## config.mk

```make
export PLATFORM = sky130hd
export DESIGN_NAME = weight_loader_cxy
export DESIGN_NICKNAME = d
export VERILOG_FILES = /design/src/rtl/weight_loader_cxy.sv
export SDC_FILE = /design/constraint.sdc
export NUM_CORES = 1
export LEC_CHECK = 0
export ABC_AREA = 1
export CAP_MARGIN = 10
export CELL_PAD_IN_SITES_DETAIL_PLACEMENT = 1
export CELL_PAD_IN_SITES_GLOBAL_PLACEMENT = 1
export CORE_ASPECT_RATIO = 1.2
export CORE_UTILIZATION = 39
export CTS_CLUSTER_DIAMETER = 40
export DETAILED_ROUTE_END_ITERATION = 6
export DONT_BUFFER_PORTS = 1
export HOLD_SLACK_MARGIN = 0.05
export PLACE_DENSITY = 0.74
export RECOVER_POWER = 25
export SLEW_MARGIN = 20
export SYNTH_ARGS = -nofsm -noshare
export SYNTH_HDL_FRONTEND = slang
export SYNTH_SLANG_ARGS = --single-unit
```

## constraint.sdc

```tcl
create_clock -name CLK -period 1.55 [get_ports CLK]
set_input_delay 0.465 -clock CLK [delete_from_list [all_inputs] [get_ports CLK]]
set_output_delay 0.465 -clock CLK [all_outputs]
set_load 0.01 [all_outputs]
```

## src/rtl/weight_loader_cxy.sv

```systemverilog
// Weight-bank write driver: streams upstream words into the multiplier weight port
// (data one cycle behind enable/address), optionally reads the region back and checks a rotating-XOR signature.
module weight_loader_cxy #(
  parameter int DIM = 16,
  parameter int AW  = 4,
  parameter int DW  = 24
) (
  input  logic            CLK,
  input  logic            RSTn,
  input  logic            START,
  input  logic            LOAD_ALL,
  input  logic [2:0]      PHASE,
  input  logic            VERIFY,
  input  logic            S_VALID,
  input  logic [DW-1:0]   S_DATA,
  output logic            S_READY,
  output logic            W_WEN,
  output logic            W_REN,
  output logic [AW+2:0]   W_ADDR,
  output logic [DW-1:0]   W_WDATA,
  input  logic [DW-1:0]   W_RDATA,
  output logic            BUSY,
  output logic            DONE,
  output logic            ERR
);
  // state | meaning
  // IDLE  | waiting for START
  // WRITE | accepting upstream words, one write per handshake
  // DRAIN | two cycles while the last write data reaches the bank
  // READ  | N reads issued, plus one cycle to absorb the last read data
  // CHECK | DONE pulse, ERR updated; a new START is accepted here
  localparam int CW = AW + 4;
  localparam int MW = AW + 3;

  typedef enum logic [2:0] {IDLE, WRITE, DRAIN, READ, CHECK} state_t;

  state_t          state, state_nx;
  logic [CW-1:0]   cnt, cnt_nx, n_words;
  logic [MW-1:0]   base, base_nx, w_addr_nx;
  logic            load_all_q, load_all_nx, verify_q, verify_nx;
  logic            drain_q, drain_nx, rd_pend;
  logic [DW-1:0]   wr_sig, wr_sig_nx, rd_sig, rd_sig_nx;
  logic [DW-1:0]   data_q, data_nx, w_wdata_nx;
  logic            s_ready_nx, w_wen_nx, w_ren_nx, busy_nx, done_nx, err_nx;
  logic            hs;

  function automatic logic [DW-1:0] rotl1(input logic [DW-1:0] v);
    return {v[DW-2:0], v[DW-1]};
  endfunction

  assign n_words = load_all_q ? CW'(DIM * 8) : CW'(DIM);
  assign hs      = S_READY & S_VALID;

  always_comb begin
    state_nx    = state;
    cnt_nx      = cnt;
    base_nx     = base;
    load_all_nx = load_all_q;
    verify_nx   = verify_q;
    drain_nx    = drain_q;
    wr_sig_nx   = wr_sig;
    rd_sig_nx   = rd_pend ? (rotl1(rd_sig) ^ W_RDATA) : rd_sig;
    data_nx     = data_q;
    s_ready_nx  = 1'b0;
    w_wen_nx    = 1'b0;
    w_ren_nx    = 1'b0;
    w_addr_nx   = W_ADDR;
    w_wdata_nx  = W_WEN ? data_q : W_WDATA;
    busy_nx     = BUSY;
    done_nx     = 1'b0;
    err_nx      = ERR;
    case (state)
      IDLE, CHECK: begin
        state_nx = IDLE;
        busy_nx  = 1'b0;
        if (START) begin
          load_all_nx = LOAD_ALL;
          verify_nx   = VERIFY;
          base_nx     = LOAD_ALL ? '0 : {PHASE, {AW{1'b0}}};
          cnt_nx      = '0;
          wr_sig_nx   = '0;
          rd_sig_nx   = '0;
          err_nx      = 1'b0;
          state_nx    = WRITE;
          s_ready_nx  = 1'b1;
          busy_nx     = 1'b1;
        end
      end
      WRITE: begin
        s_ready_nx = 1'b1;
        if (hs) begin
          w_wen_nx  = 1'b1;
          w_addr_nx = base + cnt[MW-1:0];
          data_nx   = S_DATA;
          wr_sig_nx = rotl1(wr_sig) ^ S_DATA;
          cnt_nx    = cnt + CW'(1);
          if (cnt == n_words - CW'(1)) begin
            state_nx   = DRAIN;
            s_ready_nx = 1'b0;
            drain_nx   = 1'b0;
          end
        end
      end
      DRAIN: begin
        if (!drain_q) begin
          drain_nx = 1'b1;
        end else if (verify_q) begin
          state_nx  = READ;
          cnt_nx    = CW'(1);
          w_ren_nx  = 1'b1;
          w_addr_nx = base;
        end else begin
          state_nx = CHECK;
          done_nx  = 1'b1;
          busy_nx  = 1'b0;
          err_nx   = 1'b0;
        end
      end
      READ: begin
        if (cnt != n_words) begin
          w_ren_nx  = 1'b1;
          w_addr_nx = base + cnt[MW-1:0];
          cnt_nx    = cnt + CW'(1);
        end else if (!W_REN) begin
          // last read data is on W_RDATA now; compare against the folded-in value
          state_nx = CHECK;
          done_nx  = 1'b1;
          busy_nx  = 1'b0;
          err_nx   = (rd_sig_nx != wr_sig);
        end
      end
      default: state_nx = IDLE;
    endcase
  end

  always_ff @(posedge CLK) begin
    if (!RSTn) begin
      state      <= IDLE;
      cnt        <= '0;
      base       <= '0;
      load_all_q <= 1'b0;
      verify_q   <= 1'b0;
      drain_q    <= 1'b0;
      rd_pend    <= 1'b0;
      wr_sig     <= '0;
      rd_sig     <= '0;
      data_q     <= '0;
      S_READY    <= 1'b0;
      W_WEN      <= 1'b0;
      W_REN      <= 1'b0;
      W_ADDR     <= '0;
      W_WDATA    <= '0;
      BUSY       <= 1'b0;
      DONE       <= 1'b0;
      ERR        <= 1'b0;
    end else begin
      state      <= state_nx;
      cnt        <= cnt_nx;
      base       <= base_nx;
      load_all_q <= load_all_nx;
      verify_q   <= verify_nx;
      drain_q    <= drain_nx;
      rd_pend    <= W_REN;
      wr_sig     <= wr_sig_nx;
      rd_sig     <= rd_sig_nx;
      data_q     <= data_nx;
      S_READY    <= s_ready_nx;
      W_WEN      <= w_wen_nx;
      W_REN      <= w_ren_nx;
      W_ADDR     <= w_addr_nx;
      W_WDATA    <= w_wdata_nx;
      BUSY       <= busy_nx;
      DONE       <= done_nx;
      ERR        <= err_nx;
    end
  end
endmodule

```

==> impl_metrics.yaml <==
clock_tree:
  htree_levels: 4
  clk_latency_ns: 0.43
  cts_max_path_buffers: 2
  cts_tree: "yes"
  cts_hold_buffers: 0
  clkSlewWorstSetupHoldPaths_ns: 0.06
  cts_inserted_buffers: 17
  cts_sinks: 127
  cts_root_buffer: "clkbuf_16"
final_layout:
  fillCellCount: 1898
  final_net_count: 974
  drive_gt1_frac: 0.192
  syn2layout_area_growth_pct: 25.6
  diodes: 0
  final_cells: 1124
  seq_area_um2: 2560
  fin_area_um2: 7370
  multi_input_area_um2: 3020
hold_path:
  hold_path_class: "in2reg"
routing:
  viasPerCell: 5.14
  first_pass_iters: 4
  num_vias: 5779
  drt_iter0_drc: 224
  drc_errors: 0
  wl_per_cell_um: 16.9
  drtAntennaViolNets: 0
  wl_mm: 19.0
timing:
  finalHoldViolations: 0
  fin_crit_ns: 1.78
  relSlewSlack: 0.542
  setup_tns_ns: -3.09
  setup_slack_ns: -0.225
  worst_pin_slew_ns: 0.687
  fin_skew_ns: 0.0107
  hold_slack_ns: 0.154
  rsz0062_at_grt: "yes"
  post-route-period-util: 1.15
  finalMaxSlewViolations: 0
  fmax_ghz: 0.563
  setup_viol: 21
outcome:
  failed_checks: "negative setup slack"
  status: "finished, violations left"
synth:
  ys_seq_elements: 127
  synthCells: 861
  synth_most_common_cell: "nand2_1"
  synthXorXnorAreaFrac: 0.0239
  ys_warn_count: 0
  synthSimpleGateAreaFrac: 0.313
  synthArstFlopShare: 0
  synth_top_area_cell: "dfxtp_1"
  synth_edf_count: 0
  syn_nets: 922
  synth_top_family_by_area: "simple AND/OR/NAND/NOR gates"
  ys_seq_area_frac: 0.433
  syn_avg_cell_area_um2: 6.82
  synthMuxAreaShare: 0
  ys_types: 41
  synth_commonest_cells: "214 x nand2_1, 160 x nor2_1, 127 x dfxtp_1"
  synth-compound-area-share: 0.133
  synth_top_area_frac: 0.433
  synth_ff_type: "dfxtp_1"
  synth_fa_ha_area_frac: 0.00981
  netlist_area_um2: 5870
  synth.area.top_cells: "dfxtp_1 43%, nand2_1 14%, nor2_1 10%"
worst_setup_path:
  critPathKind: "reg2reg"
  crit_required_ns: 1.91
  arrival_ns: 2.14
  cp-start-kind: "register"
  cp-end-kind: "register"
  cp_max_fo: 6
power_and_ir_drop:
  p_seq_frac: 0.338
  power_leakage_uw: 0.00333
  p_sw_uw: 3770
  p_clk_frac: 0.358
  p_comb_frac: 0.304
  ir_worst_vdd_mv: 0.794
  p_per_area_nw_per_um2: 1550
  power_uw: 11400
  p_sw_frac: 0.330
  power.internal_uw: 7660
die:
  die_y_um: 136
  coreArea_um2: 14500
  die_w_um: 114
  ioPinCount: 94
  rows: 48
  die_area_um2: 15500
  start_util: 0.404
grt:
  track_usage: 0.253
  grt_first_pass_wirelength_mm: 29.9
  grt_max_degree: 63
  grt-ovfl-total: 0
  grt_pass1_vias: 6083
  antenna_found_initial: 0
placed_design:
  gp_congestion: 0.886
  dp_hpwl_mm: 13.4
  portBuffers: 0
  dpl_cell_area_um2: 6400
  placed_cells: 1085
flow_run:
  maxCapViolCount: 0
## power groups by stage
stage / Clock (µW) / Sequential, µW / Combinational [µW]
floorplan: 0 / 3830 / 1600
global placement: 0 / 3870 / 2440
detailed placement: 0 / 3890 / 2560
CTS: 4150 / 3840 / 3100
global route: 4310 / 3890 / 3750
finish: 4100 / 3860 / 3470
## state kept, by name (all words and copies together), names as in the netlist, 3 cells and up
| name | flops |
|---|---|
| rd_sig | 24 |
| W_ADDR | 7 |
| wr_sig | 24 |
| data_q | 24 |
| cnt | 8 |
| base | 3 |
| W_WDATA | 24 |
| state | 3 |
## critical path, stage by stage (launching register included)
cell	delay (ns)
dfxtp_2	0.33
inv_2	0.08
ha_4	0.13
nand3_2	0.07
nor2_1	0.10
nand4_1	0.13
or2_4	0.30
nand3_4	0.16
buf_6	0.15
buf_6	0.10
nand2_1	0.04
a21oi_1	0.10
## timing repair
action,CTS,global route
resized for setup,49,48
setup buffers,6,2
pin swaps,21,13
cloned,0,2
endpoints found under the setup margin,23,76
## cell usage in the layout (no fill, tap or decap), drive strengths merged
master / count
clkinvlp: 1
o31ai: 1
buf: 61
nand3: 39
o21ai: 82
ha: 3
a21oi: 38
nor3: 9
nand4: 1
inv: 94
bufinv: 3
clkbuf: 21
nor3b: 1
nor4: 2
clkinv: 8
xnor2: 8
nand2: 216
dfxtp: 127
o22ai: 22
xor2: 8
fa: 1
nor2: 166
or2: 8
nand3b: 2
a211oi: 1
o311a: 1
## worst paths after layout
check             depth (start not counted)  slack [ns]     endpoint        from
setup / recovery                         11       -0.23       cnt[7]      cnt[1]
hold / removal                            2        0.15    W_ADDR[4]        RSTn
setup reg to reg                         11       -0.23       cnt[7]      cnt[1]
hold reg to reg                           2        0.49  W_WDATA[17]  data_q[17]
## cell type report
type / count / share of cell area
clock inverters: 10 / 0.0188
inverters: 96 / 0.0513
clock buffers: 20 / 0.0619
flip-flops and latches: 127 / 0.347
repair buffers: 62 / 0.0772
well taps: 200 / 0.0339
multi-input cells: 609 / 0.410
## through the flow
step | utilization | worst slack, ns
global route | 0.507 | -0.297
detailed placement | 0.440 | -0.245
floorplan | - | 0.0103
finish | 0.507 | -0.225
CTS | 0.496 | -0.109
global placement | 0.440 | -0.210
## per-layer routing
| metal | GRT usage | up-vias | wire (µm) |
|---|---|---|---|
| li1 | - | 2837 | - |
| met4 | 0.123 | 0 | 527 |
| met1 | 0.257 | 2795 | 7090 |
| met2 | 0.469 | 110 | 10400 |
| met5 | 0 | - | 0 |
| met3 | 0.0740 | 37 | 1040 |
## logic make-up after synthesis
family                     Yosys count
DFF                                127
xor gates and xnor gates            16
AOI/OAI and AO/OA                  145
and+or+nand+nor                    444
adders and majority gates            4
buffers and inverters              125
(Power assumes the default switching activity.)
